**config.mk**
```make
export PLATFORM = sky130hd
export DESIGN_NAME = wallace_divider_64
export DESIGN_NICKNAME = d
export VERILOG_FILES = /design/src/rtl/wallace_divider_64.sv
export SDC_FILE = /design/constraint.sdc
export NUM_CORES = 1
export LEC_CHECK = 0
export BUFFER_PORTS_ARGS = -buffer_cell sky130_fd_sc_hd__buf_2
export CORE_MARGIN = 5
export CORE_UTILIZATION = 40
export DETAILED_ROUTE_END_ITERATION = 12
export GPL_TIMING_DRIVEN = 0
export PLACE_DENSITY = 0.63
export SLEW_MARGIN = 20
export SYNTH_ARGS = -nofsm -noshare
export SYNTH_HDL_FRONTEND = slang
export SYNTH_SLANG_ARGS = --single-unit
```
**constraint.sdc**
```tcl
create_clock -name clk -period 4.85 [get_ports clk]
set_clock_uncertainty 0.1 [all_clocks]
set_input_delay 0.2425 -clock clk [delete_from_list [all_inputs] [get_ports clk]]
set_output_delay 0.2425 -clock clk [all_outputs]
set_load 0.01 [all_outputs]
```
**src/rtl/wallace_divider_64.sv**
```systemverilog
// ---------------------------------------------------------------------------
// wallace_divider_64
//
// Sequential restoring divider, the inverse of the 64-bit product built by
// the Wallace multiplier in the modexp datapath.
// It divides a 2*WIDTH-bit dividend by a WIDTH-bit divisor and resolves one
// quotient bit per clock.
//
// Ports
//   clk        system clock, all state changes on the rising edge
//   rst        asynchronous, active-high reset
//   start      request pulse, sampled only while idle
//   dividend   2*WIDTH-bit numerator, captured when start is accepted
//   divisor    WIDTH-bit denominator, captured when start is accepted
//   busy       high whenever the block is not idle
//   done       one-cycle pulse; the results are valid from this cycle on
//   quotient   registered quotient
//   remainder  registered remainder
//   div_zero   the last operation had divisor == 0
//   overflow   the last operation's quotient would not fit in WIDTH bits
// ---------------------------------------------------------------------------
module wallace_divider_64 #(
  parameter int WIDTH = 32
) (
  input  logic               clk,
  input  logic               rst,
  input  logic               start,
  input  logic [2*WIDTH-1:0] dividend,
  input  logic [WIDTH-1:0]   divisor,
  output logic               busy,
  output logic               done,
  output logic [WIDTH-1:0]   quotient,
  output logic [WIDTH-1:0]   remainder,
  output logic               div_zero,
  output logic               overflow
);

  localparam int CW = $clog2(WIDTH) + 1;
  localparam logic [CW-1:0] LAST_STEP = CW'(WIDTH - 1);

  typedef enum logic [1:0] {
    ST_IDLE = 2'd0,
    ST_CALC = 2'd1,
    ST_DONE = 2'd2
  } state_t;

  state_t state_reg, state_next;

  // Partial remainder. The logical register is WIDTH+1 bits wide, but the
  // invariant R < D keeps its top bit at zero between steps, so only the
  // low WIDTH bits are stored. The extra bit exists only in r_shift / diff.
  logic [WIDTH-1:0] r_reg, r_next;
  logic [WIDTH-1:0] q_reg, q_next;
  logic [WIDTH-1:0] d_reg, d_next;
  logic [CW-1:0]    cnt_reg, cnt_next;

  logic [WIDTH-1:0] quotient_reg, quotient_next;
  logic [WIDTH-1:0] remainder_reg, remainder_next;
  logic             div_zero_reg, div_zero_next;
  logic             overflow_reg, overflow_next;

  // One restoring step
  logic [WIDTH:0]   r_shift;
  logic [WIDTH:0]   diff;
  logic [WIDTH-1:0] r_step;
  logic [WIDTH-1:0] q_step;

  logic             is_zero;
  logic             is_ovf;

  assign is_zero = (divisor == '0);
  assign is_ovf  = (dividend[2*WIDTH-1:WIDTH] >= divisor);

  // Shift {R,Q} left by one, then try to subtract D. A negative difference
  // (MSB set) means D did not fit, so the shifted value is kept as it is.
  assign r_shift = {r_reg, q_reg[WIDTH-1]};
  assign diff    = r_shift - {1'b0, d_reg};
  assign r_step  = diff[WIDTH] ? r_shift[WIDTH-1:0] : diff[WIDTH-1:0];
  assign q_step  = {q_reg[WIDTH-2:0], ~diff[WIDTH]};

  // ---------------- state register ----------------
  always_ff @(posedge clk or posedge rst) begin
    if (rst) begin
      state_reg <= ST_IDLE;
    end else begin
      state_reg <= state_next;
    end
  end

  // ---------------- next-state logic ----------------
  always_comb begin
    state_next = state_reg;
    case (state_reg)
      ST_IDLE: begin
        if (start) begin
          // Error cases skip the iteration and report in the next cycle.
          if (is_zero || is_ovf) begin
            state_next = ST_DONE;
          end else begin
            state_next = ST_CALC;
          end
        end
      end
      ST_CALC: begin
        if (cnt_reg == LAST_STEP) begin
          state_next = ST_DONE;
        end
      end
      ST_DONE: begin
        state_next = ST_IDLE;
      end
      default: begin
        state_next = ST_IDLE;
      end
    endcase
  end

  // ---------------- output logic ----------------
  always_comb begin
    busy = (state_reg != ST_IDLE);
    done = (state_reg == ST_DONE);
  end

  // ---------------- datapath next values ----------------
  always_comb begin
    r_next         = r_reg;
    q_next         = q_reg;
    d_next         = d_reg;
    cnt_next       = cnt_reg;
    quotient_next  = quotient_reg;
    remainder_next = remainder_reg;
    div_zero_next  = div_zero_reg;
    overflow_next  = overflow_reg;

    case (state_reg)
      ST_IDLE: begin
        if (start) begin
          d_next        = divisor;
          r_next        = dividend[2*WIDTH-1:WIDTH];
          q_next        = dividend[WIDTH-1:0];
          cnt_next      = '0;
          div_zero_next = 1'b0;
          overflow_next = 1'b0;
          if (is_zero) begin
            div_zero_next  = 1'b1;
            quotient_next  = '1;
            remainder_next = dividend[WIDTH-1:0];
          end else if (is_ovf) begin
            overflow_next  = 1'b1;
            quotient_next  = '1;
            remainder_next = '0;
          end
        end
      end
      ST_CALC: begin
        r_next   = r_step;
        q_next   = q_step;
        cnt_next = cnt_reg + CW'(1);
        if (cnt_reg == LAST_STEP) begin
          quotient_next  = q_step;
          remainder_next = r_step;
        end
      end
      default: begin
      end
    endcase
  end

  // ---------------- datapath registers ----------------
  always_ff @(posedge clk or posedge rst) begin
    if (rst) begin
      r_reg         <= '0;
      q_reg         <= '0;
      d_reg         <= '0;
      cnt_reg       <= '0;
      quotient_reg  <= '0;
      remainder_reg <= '0;
      div_zero_reg  <= 1'b0;
      overflow_reg  <= 1'b0;
    end else begin
      r_reg         <= r_next;
      q_reg         <= q_next;
      d_reg         <= d_next;
      cnt_reg       <= cnt_next;
      quotient_reg  <= quotient_next;
      remainder_reg <= remainder_next;
      div_zero_reg  <= div_zero_next;
      overflow_reg  <= overflow_next;
    end
  end

  assign quotient  = quotient_reg;
  assign remainder = remainder_reg;
  assign div_zero  = div_zero_reg;
  assign overflow  = overflow_reg;

endmodule
```
==> out/metrics.csv <==
metric;value;unit
Final Max Tran Viols;0;
number of global-route vias before repair;9308;
setup bufs post-CTS;0;
First-pass DRT Iterations;5;
compound-cell area share of the yosys netlist;0.184;
WP buf/inv;6;
Synth Area in Adders;0.0833;
EDFF count, synth;0;
layout net count;1610;
Max Freq;0.245;GHz
cell area power density;783;mW/mm²
worst-case clock buffer depth;2;
Largest stage delay, worst path;520;ps
1st-iter DRT viols;772;
outcome;completed;
top-area cell type share of the netlist area;0.425;
root buffer cell;clkbuf_16;
Skew-Pair Late Insertion Delay;430;ps
crit-path cells;dlygate4sd3_1 -> buf_2 -> inv_1 -> ha_1 -> a21oi_1 -> o21bai_1 -> a2111oi_0 -> nand3_1 -> a31oi_1 -> o31a_1 -> o21a_1 -> inv_2 -> clkbuf_1 -> buf_1 -> a21oi_1;
synth cell count leaders;nand2_1, dfrtp_1, a21oi_1, nor2_1, inv_1;
depth of the CTS H-tree;4;
simple-gate area share of the yosys netlist;0.197;
largest family of logic cells by synthesized area;simple AND/OR/NAND/NOR gates;
xor and xnor area share after synthesis;0.0245;
Initial Utilization;0.409;
TritonCTS Sinks;170;
wire per inst;18.2;µm
Post-Syn Instances;1190;
Layout area overhead;26.2;%
area of the core;0.0245;mm²
hold violation count in the final report;0;
synth unique cells;61;
sequential share of the synthesized area;0.425;
routability cong.;0.924;
RSZ-0062 raised after global routing;false;
Worst Path Required;5100;ps
Worst setup SP type;input port;
largest net degree at the start of global routing;35;
dpl hpwl;25500;µm
Crit-path slowest cell;dlygate4sd3_1;
DIE WIDTH;168;µm
mux share of post-synthesis cell area;0.0313;
total CTS buffers;17;
# port buffers;166;
die height;168;µm
vias per cell;5.31;
count leader, synth;nand2_1;
GRT Residual Overflow;0;
syn_area_per_cell;8.41;µm²
syn nets;1355;
cell area after synthesis;0.0100;mm²
max_slew headroom;0.472;
Final period util;0.841;
post-synth top area cell;dfrtp_1;
initial antenna violation count;0;
first-pass GRT wire length;51100;µm
final setup violation count;0;
actual slew at the worst max-slew pin;785;ps
setup TNS;0;ps
Synth async-reset ratio;1.00;
drt drc;0;
layout cells sized above 1;0.152;
fin worst setup slack;769;ps
final WL;32400;µm
CTS clock-pin slew for the worst setup and hold paths;80;ps
Warnings, synthesis;0;
Routed Antenna Nets;0;
ys flop type;dfrtp_1;
CP Class;in -> reg;
Max FO, Critical Path;10;
n_diodes;0;
DP Worst Slack;888;ps
top post-synthesis cells by area;dfrtp_1, nand2_1, ha_1;
TritonCTS clock tree;done;
Pleak;5.97;nW
FP Rows;57;
Hold WC Path Type;in -> reg;
GRT Util Overall;0.227;
IO Count;167;
delay-heaviest family, CP;compound AO/OA/AOI/OAI gates;
critical path's most frequent cell;a21oi_1;
via count;9462;
crit path DAT;4330;ps
Worst Setup End Kind;flop;
Worst VDD drop;0.000259;V
register bit count reported by yosys;170;
Max-Cap Viols;0;
Period minus WS final;4080;ps
DIE AREA;0.0283;mm²
==> kinds of logic (layout without fill, tap and decap cells) <==
kind of cell | Yosys count | in the layout
buffers and inverters | 139 | 407
multiplexers | 31 | 31
AND/OR/NAND/NOR | 453 | 453
AO/OA/AOI/OAI | 303 | 303
XOR/XNOR | 28 | 28
adder cells (fa/ha/maj) | 66 | 66
flip-flops | 170 | 170
==> power breakdown <==
group	total, mW	internal (mW)	switching [mW]
Sequential	2.49	2.10	0.391
Clock	1.41	0.739	0.673
Combinational	5.98	2.27	3.71
==> layer usage <==
metal / global-route usage / share of wire / vias to the layer above
li1: - / - / 4643
met1: 0.323 / 0.47 / 4472
met2: 0.360 / 0.45 / 305
met3: 0.0399 / 0.060 / 42
met4: 0.0618 / 0.021 / 0
met5: 0 / 0 / -
==> placed cells by master, fill, tap and decap left out, types with 8 or more instances in the layout <==
cell and count:
mux2i_1 29, a31oi_1 37, nor2_1 97, nand3_1 40
o21ai_0 71, ha_1 65, a21oi_1 104, nor4_1 8
nand4_1 12, nor2b_1 8, dfrtp_1 170, inv_1 75
xnor2_1 15, nand2_1 229, buf_2 166, xor2_1 13
dlygate4sd3_1 64, a21o_1 10, o211ai_1 31, clkbuf_16 17
and3_1 32, clkbuf_1 54
==> area by class of cell <==
type | instances | area, µm²
repair buffers | 236 | 1610
multi-input cells | 881 | 5190
fillers | 2366 | 11800
clock inverters | 15 | 179
well taps | 324 | 405
clock buffers | 17 | 425
flip-flops and latches | 170 | 4250
inverters | 77 | 293
plain buffers | 62 | 264
==> tightest hold or removal path: cells and delay by family <==
family	cells	cell delay, ps
buf+inv	1	120
compound gates	1	80
simple gates	1	60
==> path summary, 6_finish.rpt <==
| kind | from | endpoint | slack (ps) | cells after the start |
|---|---|---|---|---|
| max in group asynchronous | rst | r_reg[25]$_DFFE_PP0P_ | 3400 | 6 |
| max reg2reg | q_reg[31]$_DFFE_PP0P_ | remainder[17]$_DFFE_PP0P_ | 1150 | 14 |
| max | divisor[13] | quotient[29]$_DFFE_PP0P_ | 770 | 15 |
| min in group asynchronous | rst | quotient[7]$_DFFE_PP0P_ | 320 | 3 |
| min | dividend[31] | q_reg[31]$_DFFE_PP0P_ | 20 | 3 |
| min reg2reg | cnt_reg[5]$_DFFE_PP0P_ | cnt_reg[5]$_DFFE_PP0P_ | 380 | 1 |
==> stage by stage <==
step | total power, mW | instances | cell area (µm²) | utilization | hold slack, ps
floorplan | 6.54 | 1190 | 10000 | - | 248
global placement | 8.29 | 1680 | 11200 | 0.460 | 364
detailed placement | 8.38 | 1686 | 11400 | 0.465 | 245
CTS | 9.85 | 1782 | 12600 | 0.516 | 4.61
global route | 10.6 | 1782 | 12600 | 0.516 | 21.9
finish | 9.89 | 1782 | 12600 | 0.516 | 21.0
==> repair_timing <==
action	CTS	global route
endpoints found under the hold margin	105	0
gates resized for setup	0	0
hold buffers	64	0
setup endpoints to repair	0	0
No activity file was read; power rests on OpenSTA's default activity.
